--- src/rtl/alu_unit.sv ---
// Registered 32-bit integer ALU for the execute stage: one result and a
// {ZF,SF,CF,OF} flag vector per cycle, both available one clock after the operands.
module alu_unit #(
   parameter int WIDTH = 32
) (
   input  logic             clk,
   input  logic             rst,
   input  logic [WIDTH-1:0] lhs,
   input  logic [WIDTH-1:0] rhs,
   input  logic [3:0]       op,
   output logic [WIDTH-1:0] res,
   output logic [3:0]       flags
);

   localparam int SHW = $clog2(WIDTH);
   localparam int MSB = WIDTH - 1;

   typedef enum logic [3:0] {
      OP_ADD  = 4'b0000,
      OP_SLL  = 4'b0001,
      OP_SLT  = 4'b0010,
      OP_SLTU = 4'b0011,
      OP_XOR  = 4'b0100,
      OP_SRL  = 4'b0101,
      OP_OR   = 4'b0110,
      OP_AND  = 4'b0111,
      OP_SUB  = 4'b1000,
      OP_SRA  = 4'b1001,
      OP_ADDU = 4'b1010,
      OP_SUBU = 4'b1011
   } aluOp_e;

   aluOp_e            opSel;
   logic              useSub;
   logic [WIDTH-1:0]  rhsEff;
   logic [WIDTH-1:0]  sum;
   logic              carryOut;
   logic              signedOvf;
   logic              lessSigned;
   logic              lessUnsigned;
   logic [SHW-1:0]    shamt;
   logic              shiftFill;
   logic [WIDTH-1:0]  shiftIn;
   logic [WIDTH-1:0]  shiftRight;
   logic [WIDTH-1:0]  shiftRes;
   logic [WIDTH-1:0]  res_d;
   logic [WIDTH-1:0]  res_q;
   logic [3:0]        flags_d;
   logic [3:0]        flags_q;

   assign opSel = aluOp_e'(op);

   function automatic logic [WIDTH-1:0] reverseBits(input logic [WIDTH-1:0] value);
      logic [WIDTH-1:0] rev;
      rev = '0;
      for (int i = 0; i < WIDTH; i++) begin
         rev[i] = value[MSB-i];
      end
      return rev;
   endfunction

   // One adder serves add/sub and both compares; compares run it in subtract mode.
   always_comb begin
      useSub = (opSel == OP_SUB) || (opSel == OP_SUBU) ||
               (opSel == OP_SLT) || (opSel == OP_SLTU);
      rhsEff = useSub ? ~rhs : rhs;
      {carryOut, sum} = {1'b0, lhs} + {1'b0, rhsEff} + {{WIDTH{1'b0}}, useSub};
      signedOvf    = (lhs[MSB] == rhsEff[MSB]) && (sum[MSB] != lhs[MSB]);
      lessSigned   = sum[MSB] ^ signedOvf;
      lessUnsigned = ~carryOut;
   end

   // Single right-shifting log shifter; left shifts go through bit reversal.
   always_comb begin
      shamt      = rhs[SHW-1:0];
      shiftFill  = (opSel == OP_SRA) && lhs[MSB];
      shiftIn    = (opSel == OP_SLL) ? reverseBits(lhs) : lhs;
      shiftRight = shiftIn;
      for (int s = 0; s < SHW; s++) begin
         if (shamt[s]) begin
            shiftRight = shiftFill ? ~((~shiftRight) >> (1 << s)) : (shiftRight >> (1 << s));
         end
      end
      shiftRes = (opSel == OP_SLL) ? reverseBits(shiftRight) : shiftRight;
   end

   // Result select; the four unassigned opcodes fall through to zero.
   always_comb begin
      res_d = '0;
      case (opSel)
         OP_ADD, OP_ADDU, OP_SUB, OP_SUBU: res_d = sum;
         OP_SLL, OP_SRL, OP_SRA:           res_d = shiftRes;
         OP_SLT:                           res_d = {{(WIDTH-1){1'b0}}, lessSigned};
         OP_SLTU:                          res_d = {{(WIDTH-1){1'b0}}, lessUnsigned};
         OP_XOR:                           res_d = lhs ^ rhs;
         OP_OR:                            res_d = lhs | rhs;
         OP_AND:                           res_d = lhs & rhs;
         default:                          res_d = '0;
      endcase
   end

   // Carry means borrow for subtraction; only the signed forms report overflow.
   always_comb begin
      flags_d    = 4'b0000;
      flags_d[3] = (res_d == '0);
      flags_d[2] = res_d[MSB];
      case (opSel)
         OP_ADD:  begin flags_d[1] = carryOut;     flags_d[0] = signedOvf; end
         OP_ADDU: begin flags_d[1] = carryOut;                             end
         OP_SUB:  begin flags_d[1] = lessUnsigned; flags_d[0] = signedOvf; end
         OP_SUBU: begin flags_d[1] = lessUnsigned;                         end
         default: ;
      endcase
   end

   always_ff @(posedge clk) begin
      if (rst) begin
         res_q   <= '0;
         flags_q <= 4'b0000;
      end else begin
         res_q   <= res_d;
         flags_q <= flags_d;
      end
   end

   assign res   = res_q;
   assign flags = flags_q;

endmodule

--- config.mk ---
export PLATFORM = sky130hd
export DESIGN_NAME = alu_unit
export DESIGN_NICKNAME = d
export VERILOG_FILES = /design/src/rtl/alu_unit.sv
export SDC_FILE = /design/constraint.sdc
export NUM_CORES = 1
export LEC_CHECK = 0
export BUFFER_PORTS_ARGS = -buffer_cell sky130_fd_sc_hd__buf_2
export CAP_MARGIN = 10
export CORE_MARGIN = 4
export CORE_UTILIZATION = 30
export CTS_CLUSTER_DIAMETER = 120
export CTS_CLUSTER_SIZE = 40
export DETAILED_ROUTE_END_ITERATION = 16
export PLACE_DENSITY = 0.54
export SYNTH_ARGS = -nofsm -noshare
export SYNTH_HDL_FRONTEND = slang
export SYNTH_SLANG_ARGS = --single-unit
--- constraint.sdc ---
create_clock -name clk -period 14.3 [get_ports clk]
set_input_delay 2.86 -clock clk [delete_from_list [all_inputs] [get_ports clk]]
set_output_delay 2.86 -clock clk [all_outputs]
set_load 0.005 [all_outputs]
==> results list <==
* Clk root buf: clkbuf_16
* Number of cells produced by synthesis: 1099
- Summed over all instances, the cell type with the most area after synthesis is ha_1.
- The worst hold path begins at op[2].
- The most critical setup path has its startpoint at op[3].
- The most common cell in the synthesized netlist is nor2_1.
* Worst Hold Class: in -> reg
* Number of synthesized register bits: 35
- Max frequency: 0.135 GHz
* Most used flip-flop cell after synthesis: dfxtp_1
* RSZ-0062 raised after global routing: no
- For the worst setup path, the data arrival time is 7590 ps.
* Final Max Slew Viols: 0
* Iteration count of the initial detailed-routing pass: 6
- Of the cells placed in the final design, the portion with a size suffix greater than 1 is 16.5%.
* Post_cts resized: 0
- Relative slew slack: 16.4%
- Number of buffers inserted by hold repair at cts: 0
- The die covers 0.0300 mm2.
- Die Wd: 173 um
- After layout, the worst path uses 51.6% of the clock period.
* Part of the total power dissipated in combinational logic: 63.3%
- CTS saw 35 sinks.
- Final setup violating endpoints: 0
- Maximum number of pins on one net before global-route repair: 46
- The repair_antennas step left the layout with diodes totalling 0.
- Summed over all nets, the switching power comes to 289 uW.
- Share of synthesized flip-flops with an asynchronous set or reset: 0%
* IR drop worst, VDD: 0.0435 mV
- In this run, flip-flops and latches consume 17.5% of the power.
- Routability-driven placement finished with a final weighted congestion of 1.01.
- Wire length of the first global-routing pass: 53400 um
- Vias after detailed routing: 9124
- For this block, the initial DRC count from the detailed router was 1131.
- For this design the static power due to leakage is 3.97 nW.
* Number of buffers added on ports: 105
* Maximum clock path buffer count: 2
- Clock tree from TritonCTS: built
- Worst slew pin tran: 1250 ps
* Number of placement rows: 60
- Residual overflow from global routing: 0
- The run finished with clean final reports.
* Clock share of power: 19.2%
- The number of different library cells used by synthesis comes to 81.
* Cell depth of the worst min-delay path: 2
- Area Growth Syn to Fin: 11.2%
- CORE AREA: 0.0269 mm2
- Yosys attributes the largest share of cell area to ha_1 (15%), mux4_2 (9.9%), dfxtp_1 (8.6%).
* Power per standard cell area: 68.6 mW/mm2
- After layout, the minimum clock period comes to 7380 ps.
- The final layout contains routed wiring with a total length of 34900 um.
- After clock tree synthesis, the setup repair step added 0 buffers.
- Detailed placement finished with a half-perimeter wire length of 26900 um.
- Buffers inserted during clock tree synthesis total 5.
* Antenna violations before repair: 1
* Fillcell total: 2921
* Share of Yosys cell area claimed by the top area cell type: 14.8%
* Via/cell ratio: 6.12
- Number of top-level pins: 106
* Starting Density: 30.5%
* Final Hold Violating Endpoints: 0
- Synth top cells by count: nor2_1 (104), ha_1 (97), nand2_1 (93), a21oi_1 (91), inv_1 (77)
- Counting every net in the synthesized netlist gives 1267.
- Final antenna-violating net count: 0
- Sw Ratio: 46.3%
- The via count of the first global-routing pass is 8555.
- The tool flagged a number of max-cap violations equal to 0.
* Crit path kind: in -> reg
- Summing every instance area after synthesis gives 0.00819 mm2.
- At the end of the flow, the number of nets in the layout was 1316.
- The die is 173 um tall.
- Routed wire length per instance: 23.4 um
- The Yosys step of the flow raised 0 warnings.
* Count of flip-flops with a built-in enable after synthesis: 0
- At the worst endpoint, the required time is 14510 ps.
- Fin Setup TNS: 0 ps
* Sequential fraction of the synthesis area: 8.55%
- The internal power of the cells totals 336 uW.
- Global routing consumed, over all layers together, 22.2% of the routing resources.
* Post-route core utilization: 33.9%
- DRC violations left: 0
- In this run the number of H-tree levels came out at 2.
* Highest net fanout along the worst path: 33
- Crit. End Element: flip-flop
* Critical Path Start Type: primary input
- Clock-pin slew was measured on the worst setup and hold paths at 50 ps.
* Mean instance size in the synthesized netlist: 7.45 um2
-- power by group through the flow --
stage | logic, mW | clock network [mW] | registers [mW]
3_5_place_dp | 0.385 | 0 | 0.112
5_1_grt | 0.429 | 0.126 | 0.111
3_3_place_gp | 0.385 | 0 | 0.112
2_1_floorplan | 0.257 | 0 | 0.113
6_report | 0.396 | 0.120 | 0.110
4_1_cts | 0.387 | 0.123 | 0.110
-- logic make-up after synthesis --
logic type | Yosys count | share of synthesized area (%)
AO/OA/AOI/OAI | 352 | 29.2
AND/OR/NAND/NOR | 336 | 19.7
buffers and inverters | 154 | 7.53
adder cells (fa/ha/maj) | 98 | 15.1
multiplexers | 72 | 14.4
XOR/XNOR | 52 | 5.56
flip-flops | 35 | 8.55
-- through the flow --
stage          power, mW  hold WS, ps  cell area (um2)  std cells  setup slack (ps)
6_report           0.625         3030             9110       1490              6920
5_1_grt            0.666         3080             9110       1490              6600
4_1_cts            0.619         3020             9110       1490              7000
3_5_place_dp       0.496         3240             8940       1482              6740
3_3_place_gp       0.496         3240             8940       1482              6780
2_1_floorplan      0.370         3120             8190       1099              7490
-- critical path, cell delays in order --
cell	delay, ps
buf_2	220
nor2b_1	330
mux2i_4	270
buf_4	470
xnor2_1	190
ha_1	380
a21oi_1	170
nand3_1	120
o21ai_0	160
o21a_1	250
or4_1	490
a31o_2	290
a2111oi_0	730
o31ai_1	180
nor2_1	200
nand3_1	110
nor3_2	100
-- registers in the layout (all words and copies together) (netlist names) --
register  flops
flags         4
res          31
-- layer usage --
metal	track usage (%)	vias up	wire length, um
li1	-	4208	-
met1	31.4	4337	15400
met2	35.2	502	15500
met3	3.01	75	2780
met4	6.92	2	1240
met5	0	-	7
-- cell type report --
cell class	instances	area, um2	share of cell area [%]
clock buffers	5	125	1.37
clock inverters	3	43.8	0.481
flip-flops and latches	35	701	7.69
multi-input cells	910	6900	75.8
repair buffers	117	616	6.76
well taps	341	427	4.68
inverters	79	297	3.26
-- layout by cell type (no fill, tap or decap), types with 8 or more instances in the layout --
master	synthesis	layout
xnor2_1	42	42
nor3_1	34	34
o21ai_0	62	62
a211oi_1	8	8
o22ai_1	9	9
nand4_1	10	10
a221oi_1	19	19
nand2_1	93	93
mux2i_1	30	29
nand2b_1	18	18
buf_4	3	12
o211ai_1	24	24
a31oi_1	13	13
ha_1	97	97
dfxtp_1	35	35
a21o_1	10	10
mux4_2	36	36
inv_1	77	77
nor2_1	104	104
nand3_1	18	18
xor2_1	10	10
a22oi_1	23	23
nor2b_1	9	9
buf_2	10	105
a21oi_1	91	90
-- path summary, 6_finish.rpt --
check | endpoint
worst max-delay path | flags[3]
worst min-delay path | flags[1]
Note: power is estimated with default switching activity, not from simulation.
